==> config.mk <==
export PLATFORM = sky130hd
export DESIGN_NAME = sync_gen
export DESIGN_NICKNAME = d
export VERILOG_FILES = /design/src/rtl/sync_gen_pkg.sv /design/src/rtl/pulse_extend.sv /design/src/rtl/sync_gen.sv
export SDC_FILE = /design/constraint.sdc
export NUM_CORES = 1
export LEC_CHECK = 0
export ABC_CLOCK_PERIOD_IN_PS = 3100
export BUFFER_PORTS_ARGS = -buffer_cell sky130_fd_sc_hd__buf_2
export CAP_MARGIN = 5
export CELL_PAD_IN_SITES_DETAIL_PLACEMENT = 1
export CELL_PAD_IN_SITES_GLOBAL_PLACEMENT = 1
export CORE_UTILIZATION = 28
export CTS_CLUSTER_SIZE = 14
export DETAILED_ROUTE_END_ITERATION = 16
export PLACE_DENSITY_LB_ADDON = 0.15
export REMOVE_ABC_BUFFERS = 1
export SLEW_MARGIN = 20
export SYNTH_ARGS = -nofsm -noshare
export SYNTH_HDL_FRONTEND = slang
export SYNTH_SLANG_ARGS = --single-unit
==> constraint.sdc <==
create_clock -name clk -period 3.1 [get_ports clk]
set_clock_uncertainty 0.05 [all_clocks]
set_input_delay 0.155 -clock clk [delete_from_list [all_inputs] [get_ports clk]]
set_output_delay 0.155 -clock clk [all_outputs]
set_load 0.02 [all_outputs]
==> src/rtl/sync_gen_pkg.sv <==
// sync_gen_pkg -- shared constants for the sync pulse generator.
//   sg_state_e : FSM state encoding (IDLE=0, ARMED=1, PULSE=2)
//   cnt_width  : width needed to hold a count of 0..n
package sync_gen_pkg;

  typedef enum logic [1:0] {
    ST_IDLE  = 2'd0,
    ST_ARMED = 2'd1,
    ST_PULSE = 2'd2
  } sg_state_e;

  // ceil(log2(n+1)), never less than 1 bit
  function automatic int cnt_width(input int n);
    return (n < 1) ? 1 : $clog2(n + 1);
  endfunction

endpackage

==> src/rtl/pulse_extend.sv <==
// pulse_extend -- fixed-length pulse timer.
//   clk    : clock, rising edge
//   rst    : synchronous active-high reset
//   start  : begin a pulse; the first active cycle follows this edge
//   active : timer is running (PULSE_WIDTH cycles per start)
//   done   : last active cycle; the owner leaves its pulse state at the next edge
module pulse_extend
  import sync_gen_pkg::*;
#(
  parameter int PULSE_WIDTH = 4
) (
  input  logic clk,
  input  logic rst,
  input  logic start,
  output logic active,
  output logic done
);

  localparam int CW = cnt_width(PULSE_WIDTH);

  // cnt holds the 1-based index of the current pulse cycle, 0 when idle
  logic [CW-1:0] cnt;

  always_ff @(posedge clk) begin
    if (rst)          cnt <= '0;
    else if (start)   cnt <= CW'(1);
    else if (done)    cnt <= '0;
    else if (active)  cnt <= cnt + CW'(1);
  end

  assign active = (cnt != '0);
  assign done   = active && (cnt == CW'(PULSE_WIDTH));

endmodule

==> src/rtl/sync_gen.sv <==
// sync_gen -- arms on request, then emits a PULSE_WIDTH-cycle sync pulse when
// the qualified upstream count equals MATCH_VALUE.
//   clk    : clock, rising edge
//   rst    : synchronous active-high reset, overrides everything
//   en     : count is valid this cycle
//   count  : upstream counter value
//   arm    : request to arm (only honoured in IDLE)
//   disarm : request to disarm (wins over arm and over a match)
//   sync   : registered sync pulse
//   armed  : waiting for a match
//   busy   : pulse in progress
//   events : pulses issued, wraps
module sync_gen
  import sync_gen_pkg::*;
#(
  parameter              ARCHITECTURE = "BEHAVIORAL",
  parameter int          DATA_WIDTH   = 8,
  parameter int unsigned MATCH_VALUE  = 255,
  parameter int          PULSE_WIDTH  = 4,
  parameter int          CONTINUOUS   = 0,
  parameter int          EVENT_WIDTH  = 16
) (
  input  logic                   clk,
  input  logic                   rst,
  input  logic                   en,
  input  logic [DATA_WIDTH-1:0]  count,
  input  logic                   arm,
  input  logic                   disarm,
  output logic                   sync,
  output logic                   armed,
  output logic                   busy,
  output logic [EVENT_WIDTH-1:0] events
);

  localparam bit BEHAV = (ARCHITECTURE == "BEHAVIORAL");

  if (BEHAV) begin : g_behav
    sg_state_e state;
    logic      dis_lat;   // disarm seen while pulsing; applied when the pulse ends
    logic      hit;
    logic      pe_start;
    logic      pe_active;
    logic      pe_done;

    assign hit      = en && (count == DATA_WIDTH'(MATCH_VALUE));
    // disarm beats a simultaneous match
    assign pe_start = (state == ST_ARMED) && !disarm && hit;

    pulse_extend #(.PULSE_WIDTH(PULSE_WIDTH)) u_pe (
      .clk    (clk),
      .rst    (rst),
      .start  (pe_start),
      .active (pe_active),
      .done   (pe_done)
    );

    // Outputs are written alongside the state so they are plain flops that
    // always equal the decode of the state register.
    always_ff @(posedge clk) begin
      if (rst) begin
        state   <= ST_IDLE;
        dis_lat <= 1'b0;
        sync    <= 1'b0;
        busy    <= 1'b0;
        armed   <= 1'b0;
        events  <= '0;
      end else begin
        case (state)
          ST_IDLE: begin
            if (arm && !disarm) begin
              state <= ST_ARMED;
              armed <= 1'b1;
            end
          end
          ST_ARMED: begin
            if (disarm) begin
              state <= ST_IDLE;
              armed <= 1'b0;
            end else if (hit) begin
              state  <= ST_PULSE;
              armed  <= 1'b0;
              sync   <= 1'b1;
              busy   <= 1'b1;
              events <= events + EVENT_WIDTH'(1);
            end
          end
          ST_PULSE: begin
            if (disarm) dis_lat <= 1'b1;
            // !pe_active recovers if the timer and the FSM ever disagree
            if (pe_done || !pe_active) begin
              sync    <= 1'b0;
              busy    <= 1'b0;
              dis_lat <= 1'b0;
              // a disarm on the final pulse cycle counts as latched too
              if ((CONTINUOUS != 0) && !dis_lat && !disarm) begin
                state <= ST_ARMED;
                armed <= 1'b1;
              end else begin
                state <= ST_IDLE;
              end
            end
          end
          default: begin
            state   <= ST_IDLE;
            dis_lat <= 1'b0;
            sync    <= 1'b0;
            busy    <= 1'b0;
            armed   <= 1'b0;
          end
        endcase
      end
    end
  end else begin : g_unsupported
    // only the behavioural implementation exists; other selections stay inert
    assign sync   = 1'b0;
    assign armed  = 1'b0;
    assign busy   = 1'b0;
    assign events = '0;
  end

endmodule
=== Word-level counts from Yosys, hierarchy flattened ===
Cells that the tools add are included.

* Magnitude comparators: 0
* $add $sub $neg: 2
* Reduce and logical (&&, ||, !) cells: 16
* Multiply operators: 0
* Equal/unequal tests: 9
* Bitwise logic cells: 3
* Shifts and indexed selects: 0
* Div/mod/pow operators: 0
* Mux-type cells: 16

{| class="wikitable"
|+ Operators with widths
! kind !! count
|-
| $add 16x1->16 const B || 1
|-
| $mux 1 || 9
|-
| $reduce_and 3->1 || 3
|-
| $eq 8x8->1 const B || 1
|-
| $mux 2 || 4
|-
| $ne 2x2->1 const B || 4
|-
| $pmux 1 s3 || 2
|-
| $pmux 2 s3 || 1
|-
| $reduce_bool 3->1 || 2
|-
| $logic_and 1x1->1 || 5
|-
| $reduce_and 4->1 || 1
|-
| $add 3x1->3 const B || 1
|-
| $eq 3x3->1 const B || 1
|-
| $ne 3x3->1 const B || 1
|-
| $not 1->1 || 3
|-
| $reduce_or 3->1 || 1
|-
| $eq 2x1->1 const B || 1
|-
| $eq 2x2->1 const B || 1
|-
| $logic_not 1->1 || 2
|-
| $logic_not 2->1 || 1
|-
| $logic_or 1x1->1 || 1
|}

* Logic and storage cells: 52
* Output and inout port bits: 19
* ROM bits: 0
* Latch bits: 0
* Bits of input ports: 13
* Flip-flop bits (word level): 23
* Memories kept: 0
* Bits in writable memories: 0

=== Logic depth before layout (Yosys ltp) ===
Gate-level depths: netlist of run 1.

* Depth in word-level cells: 5
* Depth in mapped cells: 6
* Mapped depth without buffers: 6

=== By module ===
Synthesis of run 1 repeated with hierarchy kept, for this count alone.

* Cell total of the unflattened synthesis: 129
* Area total of the unflattened synthesis: 1136.1 µm²

{| class="wikitable"
|+ Modules (own cells, without submodules)
! module !! cells each !! instances !! area each (µm²) !! sequential area each (µm²)
|-
| sync_gen || 112 || 1 || 963.4 || 400.4
|-
| pulse_extend || 17 || 1 || 172.7 || 60.1
|}

=== Worst setup path after synthesis of run 1 ===
OpenSTA, ideal clock, no wires.

* Path type: register to register
* Start: reg events[3]
* End: reg events[14]
* Library setup time: 0.128 ns
* Data arrival time: 1.292 ns
* Data required time: 2.922 ns
* Slack: 1.630 ns
* Buffers on the path: 0
* Clock period less this slack: 1.470 ns
* Cell stages (with the launch flop): 6
* Cell sequence: dfxtp_1 -> nand4_1 -> nor3_1 -> nand4_1 -> xor2_1 -> nor2_1

* Word-level cells in the longest chain between the ends: 1

{| class="wikitable"
|+ RTL lines
! element !! line !! source
|-
| from (decl) || sync_gen.sv:32 || <nowiki>output logic [EVENT_WIDTH-1:0] events</nowiki>
|-
| from (signal assigned) || sync_gen.sv:84 || <nowiki>events <= events + EVENT_WIDTH'(1);</nowiki>
|-
| $add 16x1->16 || sync_gen.sv:84 ||
|}

Every way passes these cells.
A chain may end at the register's enable or synchronous reset.

=== Worst setup path in the final report of run 1 ===
* Start: reg g_behav.state[0]
* End: reg events[5]

* Word-level cells in the longest chain between the ends: 2

{| class="wikitable"
|+ RTL lines
! element !! line !! source
|-
| from (decl) || sync_gen.sv:38 || <nowiki>sg_state_e state;</nowiki>
|-
| from (signal assigned) || sync_gen.sv:61 || <nowiki>state <= ST_IDLE;</nowiki>
|-
| from (signal assigned) || sync_gen.sv:71 || <nowiki>state <= ST_ARMED;</nowiki>
|-
| from (signal assigned) || sync_gen.sv:77 || <nowiki>state <= ST_IDLE;</nowiki>
|-
| $eq 2x1->1 || sync_gen.sv:68 || <nowiki>case (state)</nowiki>
|-
| $reduce_and 3->1 (no line) || n/a ||
|}

Every way passes these cells.

==> reports/results.tsv, run 1 <==
stage	metric	value	unit
status	outcome	complete, no violations	
synthesis	Post-synth ARST share	0	
worst_setup_path	reg2reg end	events[5]$_SDFFE_PP0P_	
clock_tree	TritonCTS Sinks	23	
synthesis	most frequent cells after synthesis	dfxtp_1 (23), nor2_1 (22), nand4_1 (14)	
cells_and_area	Nets	175	
placement	DP Worst Slack	1.076	ns
placement	Final HPWL DP	1.891	mm
min_path	hold depth	4	
cells_and_area	ANT cells	0	
floorplan	die height	64.42	um
cells_and_area	share of post-route cells with drive strength above 1	0.2405	
detailed_routing	initial DRC count	44	
worst_setup_path	worst reg2reg path startpoint	g_behav.state[0]$_SDFFE_PP0P_	
detailed_routing	Pre-antenna DRT Iters	3	
timing	Hold Fails Final Rpt	0	
floorplan	Die Wd	64.42	um
grt	vias in the first global route	1021	
detailed_routing	Post-Route WL	2.587	mm
worst_setup_path	worst r2r path cells	5	
timing	Final period util	0.6541	
timing	Final Setup Violations	0	
floorplan	I/O Pins	32	
cells_and_area	Layout Cells excl Fill	206	
synthesis	Synth top area share	0.4220	
clock_tree	post-CTS setup buffer count	0	
synthesis	Post-synth EDFFs	0	
placement	IO buf count	31	
power	power per cell area	422.5	nW/um2
worst_setup_path	crit path DAT	2.18	ns
clock_tree	CTS resizes	0	
floorplan	Initial Util	0.2958	
power	total chip power	559.2	uW
grt	pin count of the biggest net entering global routing	24	
placement	dpl cells	202	
synthesis	warning count from the yosys run	0	
grt	Total Routing Usage GR	0.1373	
detailed_routing	post-DR wirelength/cell	12.56	um
detailed_routing	Vias	999	
min_path	WHS Endpoint	g_behav.state[0]$_SDFFE_PP0P_	
worst_setup_path	CP Data Required Time	3.25	ns
clock_tree	Worst-path clk slew	0.09	ns
detailed_routing	post-DR vias/cell	4.850	
synthesis	Avg Cell Area, Syn	8.458	um2
grt	initial antenna violation count	0	
timing	worst slew pin tran	0.8777	ns
min_path	min-delay src	disarm	
power	Leak Pwr	0.0005792	uW
synthesis	netlist area before placement	1091	um2
min_path	Worst Hold Class	input pin to flop	
grt	first-pass GRT wire length	4.485	mm
cells_and_area	P&R area growth vs syn	21.33	%
clock_tree	Root Driver	clkbuf_8	
grt	gr ovfl total	0	
synthesis	sequential fraction of the synthesis area	0.4220	
timing	post-layout min period	2.028	ns
timing	Max Clk Rate	0.4932	GHz
synthesis	synth top area cells	dfxtp_1 (42%), nand4_1 (8.0%), xor2_1 (8.0%), nor2_1 (7.6%), ha_1 (3.4%)	
synthesis	ys flop type	dfxtp_1	
timing	RSZ-0062 raised after global routing	false	
worst_setup_path	worst setup path class	flop to flop	
worst_setup_path	startpoint type of the worst setup path	flop	
synthesis	Synth area leader	dfxtp_1	
timing	Worst Slack Setup Final	1.072	ns
clock_tree	total CTS buffers	3	
placement	Cell Area, Placed	1277	um2
clock_tree	hold_buf cts	0	
floorplan	core outline area	3689	um2
worst_setup_path	FF-to-FF setup slack	1.07	ns
clock_tree	CTS tree	yes	
synthesis	Yosys reg bits	23	
placement	Final Wtd Congestion	0.6986	
detailed_routing	Detail Route Antenna Nets	0	
clock_tree	clock tree buffer depth	2	
detailed_routing	DRC	0	
clock_tree	Clock Latency Late Sink	0.27	ns
timing	Slew Viols, Final	0	
floorplan	DIE AREA	4150	um2
synthesis	Post-Synthesis Cells	129	
cells_and_area	Post-Layout Inst Area	1324	um2
flow_run	Max-cap violations	0	
floorplan	Rows	22	
timing	Max-slew headroom	0.4127	
worst_setup_path	crit end category	flop	
timing	post-route setup TNS	0	ns
synthesis	most frequent cell after synthesis	dfxtp_1	
clock_tree	number of H-tree levels	1	
power	Max VDD drop	0.1419	mV
worst_setup_path	crit path max fanout	14	
synthesis	distinct cell type count after synthesis	28	
[area by class of cell]
class	instances	area (um2)
fillers	473	2365
multi-input cells	96	586.8
inverters	4	15.01
clock inverters	1	5.005
clock buffers	3	41.29
repair buffers	31	155.1
well taps	48	60.06
flip-flops and latches	23	460.4
[state kept, by name, indices dropped and copies added, names as in the netlist]
signal,cells
events,16
armed,1
busy,1
g_behav.u_pe.cnt,3
g_behav.state,2
[cells by family after synthesis]
logic type / Yosys count / share of synthesized area
DFF: 23 / 0.4220
adders and majority gates: 3 / 0.03441
buffers and inverters: 10 / 0.04014
and+or+nand+nor: 66 / 0.3211
xor gates and xnor gates: 14 / 0.1124
muxes: 1 / 0.009175
AOI/OAI and AO/OA: 12 / 0.06079
[power breakdown]
part	leakage, uW	internal (uW)	switching, uW
Combinational	0.000368	25.0	35.2
Clock	0.0000255	89.8	99.1
Sequential	0.000186	303	7.39
Total	0.000579	418	142
[stage by stage]
stage | util | hold WS (ns)
floorplan | - | 0.1741
global placement | 0.3463 | 0.4203
detailed placement | 0.3463 | 0.4151
CTS | 0.3589 | 0.1814
global route | 0.3589 | 0.1956
finish | 0.3589 | 0.1940
[metal layers]
layer / share of wire / global-route usage / routed length [um] / up-vias
met5: 0 / 0 / 0 / -
met4: 0.015 / 0.05000 / 38 / 0
met3: 0.039 / 0.02641 / 101 / 5
met2: 0.46 / 0.2329 / 1187 / 23
met1: 0.49 / 0.1715 / 1261 / 467
li1: - / - / - / 504
[how the worst max path moves through the flow]
stage | start | to | slack (ns) | cells past startpoint
3_5_place_dp | g_behav.state[0]$_SDFFE_PP0P_ | events[5]$_SDFFE_PP0P_ | 1.08 | 5
2_1_floorplan | g_behav.state[0]$_SDFFE_PP0P_ | events[5]$_SDFFE_PP0P_ | 1.45 | 5
4_1_cts | g_behav.state[0]$_SDFFE_PP0P_ | events[5]$_SDFFE_PP0P_ | 1.05 | 5
6_report | g_behav.state[0]$_SDFFE_PP0P_ | events[5]$_SDFFE_PP0P_ | 1.07 | 5
5_1_grt | g_behav.state[0]$_SDFFE_PP0P_ | events[5]$_SDFFE_PP0P_ | 0.90 | 5
3_3_place_gp | g_behav.state[0]$_SDFFE_PP0P_ | events[5]$_SDFFE_PP0P_ | 1.15 | 5
[critical path, cell delays in order, from the launching register on]
cell and delay, ns:
dfxtp_1 0.41, nand2b_1 0.10, nor2_1 0.67, nand2_2 0.21, or3_1 0.39, a21oi_1 0.13
[cell usage in the layout, fill, tap and decap left out, types with 4 or more instances in the layout]
cell / instances
and3_1: 5
buf_2: 31
nand2_1: 6
o21ai_0: 4
dfxtp_1: 23
nand4_1: 14
nand3_1: 4
xnor2_1: 4
inv_1: 4
nor2_1: 22
xor2_1: 10
a21oi_1: 6
(Power assumes the default switching activity.)
==> run 2, diff against run 1 <==
Settings changed: ABC_CLOCK_PERIOD_IN_PS 3100 to 1600.
Clock period 3.1 ns to 1.6 ns, I/O delays scaled along.
==> reports/results.tsv, run 2 (synthesized netlist as in run 1, its figures left out) <==
stage	metric	value	unit
cells_and_area	Nets	182	
power	total chip power	1077	uW
flow_run	Max-cap violations	0	
detailed_routing	Max Used Layer	met4	
floorplan	I/O Pins	32	
status	outcome	complete, no violations	
grt	pin count of the biggest net entering global routing	24	
clock_tree	Clock Latency Late Sink	0.26	ns
timing	Max-slew headroom	0.7156	
worst_setup_path	max incr delay on CP	0.41	ns
worst_setup_path	crit end category	flop	
worst_setup_path	worst reg2reg path startpoint	g_behav.state[0]$_SDFFE_PP0P_	
worst_setup_path	FF-to-FF setup slack	0.14	ns
floorplan	Die Wd	64.42	um
timing	post-layout min period	1.465	ns
worst_setup_path	startpoint type of the worst setup path	flop	
min_path	min-delay src	disarm	
worst_setup_path	crit-path leading delay family	simple AND/OR/NAND/NOR gates	
placement	Final Wtd Congestion	0.7316	
detailed_routing	Detail Route Antenna Nets	0	
worst_setup_path	worst r2r path cells	6	
placement	Final HPWL DP	2.002	mm
placement	IO buf count	31	
cells_and_area	Fillers	465	
timing	RSZ-0062 raised after global routing	false	
power	power per cell area	776.0	nW/um2
clock_tree	Worst-path clk slew	0.08	ns
detailed_routing	DRC	0	
timing	Slew Viols, Final	0	
timing	Final Setup Violations	0	
grt	Total Routing Usage GR	0.1438	
timing	Hold Fails Final Rpt	0	
timing	Max Clk Rate	0.6828	GHz
worst_setup_path	cell breakdown of the critical path	nand2b_1, nor2_1, buf_4, nand2_2, or3_1, a21oi_1	
clock_tree	TritonCTS Sinks	23	
worst_setup_path	worst setup path class	flop to flop	
clock_tree	total CTS buffers	3	
floorplan	die height	64.42	um
detailed_routing	Post-Route WL	2.640	mm
grt	first-pass GRT wire length	4.705	mm
timing	worst slew pin tran	0.4266	ns
detailed_routing	post-DR vias/cell	4.728	
worst_setup_path	reg2reg end	events[5]$_SDFFE_PP0P_	
detailed_routing	post-DR wirelength/cell	12.39	um
cells_and_area	area of the multi-input gates	598.1	um2
timing	Final period util	0.9154	
detailed_routing	initial DRC count	32	
power	Leak Pwr	0.0006328	uW
cells_and_area	commonest non-fill, non-tap cells in the layout	buf_2 (31), dfxtp_1 (23), nor2_1 (22), nand4_1 (14), xor2_1 (10)	
grt	gr ovfl total	0	
cells_and_area	share of post-route cells with drive strength above 1	0.2788	
worst_setup_path	Buf+Inv Stages, Crit Path	1	
worst_setup_path	crit path DAT	1.61	ns
cells_and_area	Top reg by flops	events	
clock_tree	post-CTS setup buffer count	0	
detailed_routing	Vias	1007	
floorplan	Rows	22	
cells_and_area	most common cell after layout, fill and taps aside	buf_2	
detailed_routing	Pre-antenna DRT Iters	3	
worst_setup_path	CP Data Required Time	1.75	ns
power	Max VDD drop	0.2334	mV
clock_tree	number of H-tree levels	1	
min_path	Worst Hold Class	input pin to flop	
grt	vias in the first global route	1082	
detailed_routing	DR WL met3	93	um
worst_setup_path	CP max-delay cell	dfxtp_1	
cells_and_area	Register Area	460.4	um2
floorplan	Initial Util	0.2958	
min_path	hold depth	4	
min_path	WHS Endpoint	g_behav.state[0]$_SDFFE_PP0P_	
worst_setup_path	crit path max fanout	14	
cells_and_area	post-layout util	0.3762	
detailed_routing	metal2 WL	1.222	mm
floorplan	core outline area	3689	um2
floorplan	DIE AREA	4150	um2
cells_and_area	Largest register FFs	16	
cells_and_area	Largest regs	events x16, g_behav.u_pe.cnt x3, g_behav.state x2	
detailed_routing	M1 wire length	1.305	mm
cells_and_area	P&R area growth vs syn	27.18	%
clock_tree	CTS tree	yes	
grt	initial antenna violation count	0	
clock_tree	Root Driver	clkbuf_8	
clock_tree	clock tree buffer depth	2	
cells_and_area	ANT cells	0	
## run 2: worst register-to-register path: cells and delay by family (launching register included)
family | cells | cell delay (ns)
compound gates | 1 | 0.13
buf+inv | 1 | 0.21
flops | 1 | 0.41
simple gates | 4 | 0.60
## run 2: worst max-delay path by stage
stage / startpoint / end / cells after the start
final: g_behav.state[0]$_SDFFE_PP0P_ / events[5]$_SDFFE_PP0P_ / 6
after global routing: events[8]$_SDFFE_PP0P_ / events[14]$_SDFFE_PP0P_ / 5
after floorplan: g_behav.state[0]$_SDFFE_PP0P_ / events[5]$_SDFFE_PP0P_ / 5
after global placement: events[5]$_SDFFE_PP0P_ / events[14]$_SDFFE_PP0P_ / 5
after CTS: events[5]$_SDFFE_PP0P_ / events[14]$_SDFFE_PP0P_ / 5
after detailed placement: events[5]$_SDFFE_PP0P_ / events[14]$_SDFFE_PP0P_ / 5
## run 2: metal layers
metal	vias up	track usage
met4	0	0.04167
li1	516	-
met2	20	0.2474
met3	2	0.02289
met5	-	0
met1	469	0.1840
## run 2: cell type report
| class | instances | area share |
|---|---|---|
| Sequential cell | 23 | 0.3318 |
| Clock inverter | 1 | 0.003607 |
| Clock buffer | 3 | 0.02976 |
| Timing Repair Buffer | 38 | 0.1497 |
| Inverter | 4 | 0.01082 |
| Multi-Input combinational cell | 96 | 0.4310 |
| Tap cell | 48 | 0.04328 |
## run 2: power breakdown
part	leakage, uW	total [uW]	internal [uW]	switching, uW
logic	0.000422	118	49.3	69.0
registers	0.000186	601	587	14.8
clock network	0.0000255	357	173	184
total	0.000633	1080	809	267
## run 2: stage by stage
step | TNS, ns | instance area, um2 | setup slack (ns) | hold WS (ns) | std cells
final | 0 | 1388 | 0.1354 | 0.1369 | 213
after global routing | 0 | 1388 | 0.02427 | 0.1869 | 213
after CTS | 0 | 1376 | 0.05586 | 0.1333 | 213
after detailed placement | 0 | 1330 | 0.07692 | 0.4138 | 209
after global placement | 0 | 1330 | 0.1174 | 0.4027 | 209
after floorplan | -0.05027 | 1062 | -0.05027 | 0.09907 | 123
## run 2: repair_timing
action	in CTS	in global routing
endpoints found under the setup margin	0	1
hold buffers	0	0
hold endpoints to repair	0	0
resized for setup	0	2
